--- src/rtl/clk_div_ctrl.sv ---
// Programmable clock divider with 50% duty for even and odd ratios.
// Ratio changes are deferred to the next period boundary so o_clk never glitches.
module clk_div_ctrl #(
    parameter int unsigned WIDTH         = 8,
    parameter int unsigned DEFAULT_RATIO = 5
) (
    input  logic             i_clk,
    input  logic             i_rst_n,
    input  logic             i_en,
    input  logic [WIDTH-1:0] i_ratio,
    input  logic             i_ratio_vld,
    output logic             o_ratio_rdy,
    output logic             o_clk,
    output logic [WIDTH-1:0] o_ratio_cur,
    output logic             o_busy,
    output logic             o_err
);

    typedef enum logic [1:0] {StIdle, StRun, StPend, StStop} state_e;

    localparam logic [WIDTH-1:0] DefRatio = WIDTH'(DEFAULT_RATIO);

    state_e           state_q, state_d;
    logic [WIDTH-1:0] cnt_q, cnt_d;
    logic [WIDTH-1:0] ratio_q, ratio_d;
    logic [WIDTH-1:0] pending_q, pending_d;
    logic             div_p_q, div_p_d;
    logic             div_n_q;
    logic             err_q, err_d;

    logic             last;
    logic             xfer;
    logic             legal;
    logic [WIDTH-1:0] cnt_inc;
    logic [WIDTH-1:0] half;
    logic             run_div;

    assign o_ratio_rdy = (state_q == StIdle) || (state_q == StRun);
    assign xfer        = i_ratio_vld && o_ratio_rdy;
    assign legal       = i_ratio >= WIDTH'(2);
    assign last        = cnt_q == (ratio_q - WIDTH'(1));
    assign cnt_inc     = last ? '0 : cnt_q + WIDTH'(1);
    // ceil(N/2) stays within WIDTH bits even for N = 2^WIDTH-1
    assign half        = (ratio_q >> 1) + {{(WIDTH-1){1'b0}}, ratio_q[0]};
    assign run_div     = cnt_inc < half;

    always_comb begin
        state_d   = state_q;
        cnt_d     = cnt_q;
        ratio_d   = ratio_q;
        pending_d = pending_q;
        div_p_d   = div_p_q;
        err_d     = xfer && !legal;
        unique case (state_q)
            StIdle: begin
                if (xfer && legal) ratio_d = i_ratio;
                if (i_en) begin
                    state_d = StRun;
                    cnt_d   = '0;
                    div_p_d = 1'b1;
                end
            end
            StRun: begin
                cnt_d   = cnt_inc;
                div_p_d = run_div;
                if (xfer && legal) begin
                    pending_d = i_ratio;
                    state_d   = StPend;
                end else if (!i_en) begin
                    state_d = StStop;
                end
            end
            StPend: begin
                if (last) begin
                    ratio_d = pending_q;
                    cnt_d   = '0;
                    div_p_d = i_en;
                    state_d = i_en ? StRun : StIdle;
                end else begin
                    cnt_d   = cnt_inc;
                    div_p_d = run_div;
                end
            end
            StStop: begin
                if (!i_en && last) begin
                    state_d = StIdle;
                    cnt_d   = '0;
                    div_p_d = 1'b0;
                end else begin
                    if (i_en) state_d = StRun;
                    cnt_d   = cnt_inc;
                    div_p_d = run_div;
                end
            end
            default: state_d = StIdle;
        endcase
    end

    always_ff @(posedge i_clk or negedge i_rst_n) begin
        if (!i_rst_n) begin
            state_q   <= StIdle;
            cnt_q     <= '0;
            ratio_q   <= DefRatio;
            pending_q <= DefRatio;
            div_p_q   <= 1'b0;
            err_q     <= 1'b0;
        end else begin
            state_q   <= state_d;
            cnt_q     <= cnt_d;
            ratio_q   <= ratio_d;
            pending_q <= pending_d;
            div_p_q   <= div_p_d;
            err_q     <= err_d;
        end
    end

    // Half-cycle delayed copy trims odd-ratio high phase to exactly N/2 cycles
    always_ff @(negedge i_clk or negedge i_rst_n) begin
        if (!i_rst_n) div_n_q <= 1'b0;
        else          div_n_q <= div_p_q;
    end

    assign o_clk       = ratio_q[0] ? (div_p_q & div_n_q) : div_p_q;
    assign o_ratio_cur = ratio_q;
    assign o_busy      = state_q != StIdle;
    assign o_err       = err_q;

endmodule

--- config.mk ---
export PLATFORM = sky130hd
export DESIGN_NAME = clk_div_ctrl
export DESIGN_NICKNAME = d
export VERILOG_FILES = /design/src/rtl/clk_div_ctrl.sv
export SDC_FILE = /design/constraint.sdc
export NUM_CORES = 1
export LEC_CHECK = 0
export ABC_AREA = 1
export BUFFER_PORTS_ARGS = -buffer_cell sky130_fd_sc_hd__buf_2
export CAP_MARGIN = 25
export CORE_MARGIN = 3
export CORE_UTILIZATION = 45
export DETAILED_ROUTE_END_ITERATION = 8
export HOLD_SLACK_MARGIN = 0.15
export MAX_ROUTING_LAYER = met4
export PLACE_DENSITY_LB_ADDON = 0.15
export SKIP_CTS_REPAIR_TIMING = 1
export SKIP_LAST_GASP = 1
export SLEW_MARGIN = 20
export SYNTH_ARGS = -nofsm -noshare
export SYNTH_HDL_FRONTEND = slang
export SYNTH_SLANG_ARGS = --single-unit
export TNS_END_PERCENT = 5
--- constraint.sdc ---
create_clock -name i_clk -period 3.3 [get_ports i_clk]
set_input_delay 0.99 -clock i_clk [delete_from_list [all_inputs] [get_ports i_clk]]
set_output_delay 0.99 -clock i_clk [all_outputs]
set_load 0.01 [all_outputs]
==> run metrics <==
# diodes=0; critical setup path kind=register to output port; critical path's top delay family=flip-flops; Pre-Repair DR Iteration Count=4; clk_lat worst skew=about 0.29 ns; DRC violations left=0; Routed Antenna Nets=0; area of the mapped netlist=about 2000 um^2; gpl congestion=0.829; M2 GR Usage=29.2%; status=finished with violations; Tightest Pin Transition=~0.9 ns; worst path bufs/invs=1; syn avg cell area=7.55 um^2; Compound-Gate Fraction of Synth Area=16.3%; Final Skew=0.00665 ns; Slew HR=41.4%; antenna violations before repair=0; layout cells sized above 1=approximately 18%; Worst path max stage delay=about 0.33 ns; CP max FO=1; CP Cell Sequence=o21a_1 -> buf_2; Synth Area in Adders=6.93%; slowest stage cell, crit path=dfrtn_1; Area growth syn-to-layout=13.9%; nets=between 300 and 400; Starting Density=48.3%; Slew Viols, Final=0; Num CTS Buffers=5; number of global-route vias before repair=1,584; CTS tree=done; Syn. warnings=0; width of the die=approximately 72 um; Hold Path Depth=2; CP required=~2.3 ns; post-layout util=55.0%; max_cap viols=0; number of synthesized flops with an enable pin=0; Hold Path Class=register to register; Layout fillers=403; CTS clk-pin slew, worst paths=about 0.06 ns; clock share of power=17.8%; Net Sw Power=1.02 mW; die area=5250 um^2; clk root buf=clkbuf_8; clk sinks=29; sequential area share after synthesis=36.8%; Synth cell types=38; Primary FF master, synth=dfrtp_1; failing checks=negative setup slack; initial DRC count=121; PortBufs=23; largest net degree at the start of global routing=29; RSZ-0062 raised after global routing=true; CP Capture Type=output port; Total Wirelength=between 4 and 5 mm; DP HPWL=3.23 mm; CP Depth=2; Reg2Reg Depth=18; commonest non-fill, non-tap cell in the layout=nand2_1; Arrival @ worst endpoint=approximately 2.6 ns; final hold violations=0; number of synthesized register bits=29; worst ir drop on vdd=0.449 mV; global routing met1 resource utilization=25.7%; TNS Setup=-0.255 ns; IO Pins=24; gr usage total=19.2%; Async SR Flop Fraction=100%; WL/cell=12.7 um; multiplexer area fraction after synthesis=0%; Synth Instances=263; Core Area=4120 um^2; largest family of logic cells by synthesized area=simple AND/OR/NAND/NOR gates; final critical-path setup slack=-0.255 ns; type of origin of the critical path=register; leading cell types in the layout, fill and taps excluded=nand2_1, inv_1, nor2_1, dfrtp_1, buf_2; global routing usage on met3=4.16%; LEAKAGE=1.16 nW; Simple-Gate Fraction of Synth Area=23.7%; syn nets=about 290; Pint=1.21 mW; global-route wire length before repair=7.53 mm; placement row count=23; maximum root-to-sink buffer count=2; Net Sw Frac=45.8%; die height=72.5 um; Total Power=2.23 mW; grt total ovfl=0; global route hottest layer=met2; Gate power share=52.5%; Vias/cell=4.95; Synth Area in XOR/XNOR=roughly 5.7%; Final Setup Violations=1; Vias=1,682; Flop pwr share=29.7%; Power per Cell Area=987 nW/um^2; htree depth=2
per-layer routing:
layer	up-vias	routed length (um)	part of all wire (%)
met4	0	47	1.1
met5	-	0	0
met1	752	2020	47
met3	5	157	3.6
met2	32	2090	48
li1	893	-	-
worst register-to-register path: cells and delay by family (launching register included):
kind / cells / cell delay (ns)
xor gates and xnor gates: 1 / 0.17
buffers and inverters: 2 / 0.19
adders and majority gates: 2 / 0.66
DFF: 1 / 0.55
and+or+nand+nor: 11 / 0.90
AOI/OAI and AO/OA: 2 / 0.32
worst paths after layout:
kind                                 from      endpoint  slack [ns]
max                               div_n_q         o_clk       -0.25
min                          pending_q[2]  pending_q[2]        0.50
max reg2reg                o_ratio_cur[0]       div_p_q        0.45
min reg2reg                  pending_q[2]  pending_q[2]        0.50
min in group asynchronous         i_rst_n      cnt_q[7]        0.73
max in group asynchronous         i_rst_n       div_n_q        1.16
power by group through the flow:
stage / registers [mW] / clock network [mW] / logic, mW
6_report: 0.664 / 0.397 / 1.17
5_1_grt: 0.687 / 0.421 / 1.38
4_1_cts: 0.665 / 0.402 / 1.19
3_5_place_dp: 0.671 / 0 / 1.17
3_3_place_gp: 0.665 / 0 / 1.16
2_1_floorplan: 0.644 / 0 / 0.931
cells by family after synthesis:
group           Yosys count
simple gates            114
xor+xnor                 13
buf+inv                  51
compound gates           45
fa+ha+maj                11
flops                    29
synthesized netlist by cell type (all sizes together) (2+ instances only):
cell | count | area [um^2]
inv | 43 | 164
nand2 | 70 | 270
a22oi | 2 | 15.0
o211ai | 9 | 86.3
xor2 | 9 | 78.8
nor2 | 27 | 109
dfrtp | 24 | 601
xnor2 | 4 | 35.0
clkinv | 2 | 7.51
o22ai | 5 | 31.3
nor3 | 4 | 20.0
a22o | 2 | 17.5
clkbuf | 2 | 8.75
dfstp | 4 | 105
nand3 | 11 | 60.1
a21oi | 4 | 31.3
buf | 4 | 28.8
ha | 11 | 138
o21ai | 20 | 119
metrics by stage:
step	worst slack [ns]	hold WS [ns]	cells	cell area [um^2]
finish	-0.255	0.503	340	2260
global route	-0.283	0.536	340	2260
CTS	-0.273	0.506	340	2260
detailed placement	0.0386	0.492	332	2140
global placement	0.0581	0.488	332	2140
floorplan	0.138	0.468	263	1990
flip-flops by register name (all words and copies together) (netlist names):
name	cells
cnt_q	8
o_err	1
o_ratio_cur	8
pending_q	8
state_q	2
div_p_q	1
div_n_q	1
final cells by class:
type | count | area [um^2] | area share (%)
clock buffers | 6 | 82.6 | 3.65
clock inverters | 2 | 37.5 | 1.66
inverters | 45 | 171 | 7.58
multi-input cells | 183 | 1050 | 46.3
flip-flops and latches | 29 | 731 | 32.3
well taps | 50 | 62.6 | 2.77
repair buffers | 25 | 130 | 5.75
Note: power is estimated with default switching activity, not from simulation.
